**src/rtl/lcu_pixel_streamer.sv**
```systemverilog
// lcu_pixel_streamer: streams a frame LCU by LCU (raster) from frame/param memories into the IPF core.
// Optional LPS_CHKSUM_EN adds a running 16-bit sum of transferred pixels on output chksum.
module lcu_pixel_streamer #(
    parameter int LCU_SIZE = 64,
    parameter int IMG_SIZE = 128
) (
    input  logic        clk,
    input  logic        reset,
    input  logic        start,
    input  logic        busy,
    output logic        img_rd,
    output logic [13:0] img_addr,
    input  logic [7:0]  img_q,
    output logic        prm_rd,
    output logic [5:0]  prm_addr,
    input  logic [23:0] prm_q,
    output logic        in_en,
    output logic [7:0]  din,
    output logic [2:0]  lcu_x,
    output logic [2:0]  lcu_y,
    output logic [1:0]  ipf_type,
    output logic [4:0]  ipf_band_pos,
    output logic        ipf_wo_class,
    output logic [15:0] ipf_offset,
    output logic        done
`ifdef LPS_CHKSUM_EN
    ,
    output logic [15:0] chksum
`endif
);
    localparam int LOG_LCU = $clog2(LCU_SIZE);
    localparam int NLCU = IMG_SIZE / LCU_SIZE;
    localparam int NPIX = LCU_SIZE * LCU_SIZE;
    localparam int CW = 2 * LOG_LCU + 1;
    localparam logic [2:0] LAST = 3'(NLCU - 1);

    typedef enum logic [2:0] {S_IDLE, S_PRM, S_PRM_W, S_STREAM, S_DONE} state_t;
    state_t r_state, w_next;

    logic [2:0]    r_nx, r_ny;
    logic [CW-1:0] r_rcnt, r_tcnt;
    logic [7:0]    r_f0, r_f1;
    logic [1:0]    r_cnt;
    logic          r_out;
    logic          w_xfer, w_pop, w_push, w_last_pix, w_last_lcu, w_room;
    logic [6:0]    w_ax, w_ay;

    always_comb begin
        w_room     = (r_cnt == 2'd0) || (r_cnt == 2'd1 && !r_out);
        img_rd     = (r_state == S_PRM_W || r_state == S_STREAM) && (r_rcnt < CW'(NPIX)) && w_room;
        w_ax       = 7'((int'(r_nx) << LOG_LCU) + int'(r_rcnt[LOG_LCU-1:0]));
        w_ay       = 7'((int'(r_ny) << LOG_LCU) + int'(r_rcnt[2*LOG_LCU-1:LOG_LCU]));
        img_addr   = {w_ay, w_ax};
        prm_rd     = r_state == S_PRM;
        prm_addr   = {r_ny, r_nx};
        done       = r_state == S_DONE;
        // Head of the skid FIFO, or the just-returned read word when the FIFO is empty
        in_en      = (r_cnt != 2'd0) || r_out;
        din        = (r_cnt != 2'd0) ? r_f0 : (r_out ? img_q : 8'd0);
        w_xfer     = in_en && !busy;
        w_pop      = w_xfer && (r_cnt != 2'd0);
        w_push     = r_out && !(r_cnt == 2'd0 && !busy);
        w_last_pix = w_xfer && (r_tcnt == CW'(NPIX - 1));
        w_last_lcu = (r_nx == LAST) && (r_ny == LAST);
    end

    always_comb begin
        w_next = r_state;
        case (r_state)
            S_IDLE:   w_next = start ? S_PRM : S_IDLE;
            S_PRM:    w_next = S_PRM_W;
            S_PRM_W:  w_next = S_STREAM;
            S_STREAM: if (w_last_pix) w_next = w_last_lcu ? S_DONE : S_PRM;
            default:  w_next = S_IDLE;
        endcase
    end

    always_ff @(posedge clk or posedge reset) begin
        if (reset) r_state <= S_IDLE;
        else       r_state <= w_next;
    end

    always_ff @(posedge clk or posedge reset) begin
        if (reset) begin
            r_nx         <= '0;
            r_ny         <= '0;
            r_rcnt       <= '0;
            r_tcnt       <= '0;
            r_f0         <= '0;
            r_f1         <= '0;
            r_cnt        <= '0;
            r_out        <= 1'b0;
            lcu_x        <= '0;
            lcu_y        <= '0;
            ipf_type     <= '0;
            ipf_band_pos <= '0;
            ipf_wo_class <= 1'b0;
            ipf_offset   <= '0;
`ifdef LPS_CHKSUM_EN
            chksum       <= '0;
`endif
        end else begin
            r_out <= img_rd;
            r_cnt <= r_cnt + {1'b0, w_push} - {1'b0, w_pop};
            if (w_pop) r_f0 <= r_f1;
            if (w_push) begin
                if (r_cnt == 2'd0 || (r_cnt == 2'd1 && w_pop)) r_f0 <= img_q;
                else r_f1 <= img_q;
            end
            if (r_state == S_PRM) r_rcnt <= '0;
            else if (img_rd) r_rcnt <= r_rcnt + CW'(1);
            if (r_state == S_PRM) r_tcnt <= '0;
            else if (w_xfer) r_tcnt <= r_tcnt + CW'(1);
            if (r_state == S_PRM_W) begin
                lcu_x        <= r_nx;
                lcu_y        <= r_ny;
                ipf_type     <= prm_q[23:22];
                ipf_band_pos <= prm_q[21:17];
                ipf_wo_class <= prm_q[16];
                ipf_offset   <= prm_q[15:0];
            end
            if (w_last_pix) begin
                r_nx <= (r_nx == LAST) ? 3'd0 : r_nx + 3'd1;
                if (r_nx == LAST) r_ny <= (r_ny == LAST) ? 3'd0 : r_ny + 3'd1;
            end
`ifdef LPS_CHKSUM_EN
            if (r_state == S_IDLE && start) chksum <= '0;
            else if (w_xfer) chksum <= chksum + 16'(din);
`endif
        end
    end
endmodule

```
**config.mk**
```make
export PLATFORM = sky130hd
export DESIGN_NAME = lcu_pixel_streamer
export DESIGN_NICKNAME = d
export VERILOG_FILES = /design/src/rtl/lcu_pixel_streamer.sv
export SDC_FILE = /design/constraint.sdc
export NUM_CORES = 1
export LEC_CHECK = 0
export BUFFER_PORTS_ARGS = -buffer_cell sky130_fd_sc_hd__buf_4
export CAP_MARGIN = 40
export CORE_MARGIN = 5
export CORE_UTILIZATION = 53
export DETAILED_ROUTE_END_ITERATION = 16
export GPL_TIMING_DRIVEN = 0
export PLACE_DENSITY = 0.83
export SYNTH_ARGS = -nofsm -noshare
export SYNTH_HDL_FRONTEND = slang
export SYNTH_SLANG_ARGS = --single-unit
```
**constraint.sdc**
```tcl
create_clock -name clk -period 3.9 [get_ports clk]
set_clock_uncertainty 0.2 [all_clocks]
set_input_delay 0.78 -clock clk [delete_from_list [all_inputs] [get_ports clk]]
set_output_delay 0.78 -clock clk [all_outputs]
set_load 0.01 [all_outputs]
```
==> metrics.cfg <==
[outcome]
status = completed

[timing]
setup_viol = 0
rsz0062_at_grt = false
worst_hold_slack_ns = 0.2302
worst_pin_slew_ns = 0.7821
finalCritPeriodShare_pct = 79.54
fmax_mhz = 322.4
fin_crit_ns = 3.102
relSlewSlack_pct = 47.74
setup_tns_ns = 0
setup_ws_ns = 0.7979
finalMaxSlewViolations = 0
hold_viol_final = 0

[worst_setup_path]
required_ns = 2.92
start_kind = register
criticalPathCategory = reg -> out
crit_path_end_kind = output pin
cp_max_fo = 10
worst_ep_arrival_time_ns = 2.12

[synthesis]
synth_ff_type = dfrtp_1
synthAdderAreaFrac_pct = 1.285
syn_inst = 348
synth_edf_count = 0
syn_area_per_cell_um2 = 11.19
synthSimpleGateAreaFrac_pct = 15.19
synth.distinct_cells = 44
synth_most_common_cell = dfrtp_1
ys_top_cells_by_area = dfrtp_1, mux2_2, nand2_1
yosysSeqAreaShare_pct = 53.97
synthArstFlopShare_pct = 100.0
synth_top_area_cell = dfrtp_1
synth_area_um2 = 3895
synth_top_family_by_area = simple AND/OR/NAND/NOR gates
synth-compound-area-share_pct = 6.071
synthesis.nets = 388
synth_seq_cells = 84
synth_top_area_share_pct = 53.97
muxShareOfSynthArea_pct = 13.59
yosys-top-cells-count = dfrtp_1, mux2_2, nand2_1
yosysWarnings = 0
synth_xor_area_share_pct = 4.947

[power_and_ir_drop]
power.density_nw_per_um2 = 560.3
fin_total_pwr_mw = 2.780
leakagePower_nw = 2.379
ir_worst_vdd_mv = 0.4267

[clocking]
holdBufCountCts = 0
path_clk_slew_ns = 0.09
cts_tree = yes
clock_latency_ns = 0.35
htree_levels = 3
clkSinkCount = 84
cts_resized = 0
postCtsSetupRepairBufs = 0
cts_buffer_depth = 2
root_buffer = clkbuf_8
cts_buffers = 9

[floorplanning]
rows = 31
coreArea_um2 = 7214
io_pins = 98
die-area_um2 = 9163
chipWidth_um = 95.73
die_height_um = 95.73
start_util_pct = 53.99

[global_route]
grt_pass1_wl_um = 13970
gr-usage-all-layers_pct = 19.56
antenna_found_initial = 0
grt_pass1_vias = 3012
grt_max_degree = 52
overflow = 0

[placed_design]
io_buffers = 97
placedCellCount = 545
place_congestion = 0.8187
dpl_cell_area_um2 = 4777
place_hpwl_um = 6137
pre_cts_slack_ns = 1.127

[layout]
final_nets = 497
areaGrowthSynthToFinish_pct = 27.40
final_cells = 561
postLayoutCellArea_um2 = 4962
drive_above_1_share_pct = 38.96
antenna_cells = 0
fin_util_pct = 68.78

[min_path]
min_path_type = in -> async

[drt]
wire_per_inst_um = 14.96
drt.antenna.violating_nets = 0
via_per_inst = 5.269
dr.pass1.iters = 4
drt_iter0_drc = 109
finalWirelength_um = 8395
vias = 2956
drc_errors = 0

[job]
max_cap_violations = 0

## metal layers
metal	track usage [%]	vias to the layer above	routed length, um
met4	6.991	0	89
met2	32.08	72	4406
li1	-	1409	-
met1	25.05	1468	3426
met3	5.238	7	472
met5	0	-	0
## report_power, final
group | switching [mW] | total (mW) | internal (mW)
clock network | 0.324 | 0.577 | 0.253
logic | 0.467 | 0.968 | 0.500
registers | 0.162 | 1.24 | 1.07
total | 0.953 | 2.78 | 1.83
## path summary, 6_finish.rpt
| kind | from | to | slack, ns | cells after the start |
|---|---|---|---|---|
| min in group clk | lcu_x[2]$_DFFE_PP0N_ | lcu_x[2]$_DFFE_PP0N_ | 0.31 | 1 |
| min reg2reg | lcu_x[2]$_DFFE_PP0N_ | lcu_x[2]$_DFFE_PP0N_ | 0.31 | 1 |
| max in group asynchronous | reset | r_tcnt[2]$_DFFE_PP0P_ | 2.67 | 3 |
| max | r_cnt[0]$_DFF_PP0_ | din[6] | 0.80 | 5 |
| max reg2reg | r_cnt[0]$_DFF_PP0_ | r_cnt[1]$_DFF_PP0_ | 1.25 | 9 |
| min | reset | ipf_offset[15]$_DFFE_PP0N_ | 0.23 | 2 |
## placed cells by master (no fill, tap or decap), drive strengths merged, types with 3 or more instances in the layout
cell and count:
nand4 9, nand3 13, mux2 39, or3 5
xor2 9, a21oi 9, o31ai 3, o21ai 22
or4 3, nor2 22, buf 119, clkinv 4
nor3b 5, clkbuf 16, dfrtp 84, mux2i 9
inv 10, and4 3, and2 3, ha 4
xnor2 13, nand2 35
## sequential cells by signal, indices dropped and copies added, names as in the netlist
register and flops:
r_f0 8, lcu_y 3, r_out 1, ipf_wo_class 1, ipf_offset 16, r_state 3, ipf_type 2, r_rcnt 13
r_ny 3, r_tcnt 13, lcu_x 3, r_cnt 2, r_nx 3, r_f1 8, ipf_band_pos 5
## critical path, stage by stage (launching register included)
cell,delay (ns)
dfrtp_1,0.51
or2_2,0.17
clkbuf_1,0.30
clkbuf_1,0.40
o21ai_0,0.20
buf_4,0.18
## cells by family (layout without fill, tap and decap cells)
| family | Yosys count | count (layout) |
|---|---|---|
| compound gates | 41 | 41 |
| buf+inv | 36 | 150 |
| flops | 84 | 84 |
| xor+xnor | 22 | 22 |
| fa+ha+maj | 4 | 4 |
| simple gates | 113 | 113 |
| mux | 48 | 48 |
## layout make-up
class                           instances  area (um^2)
Tap cell                               99        123.9
Clock inverter                          6        47.55
Timing Repair Buffer                   98        755.7
Sequential cell                        84         2102
Buffer                                 27        158.9
Multi-Input combinational cell        228         1600
Clock buffer                           10        137.6
Inverter                                9        36.28
Fill cell                             575         2252
Power figures use the tool's default switching activity.
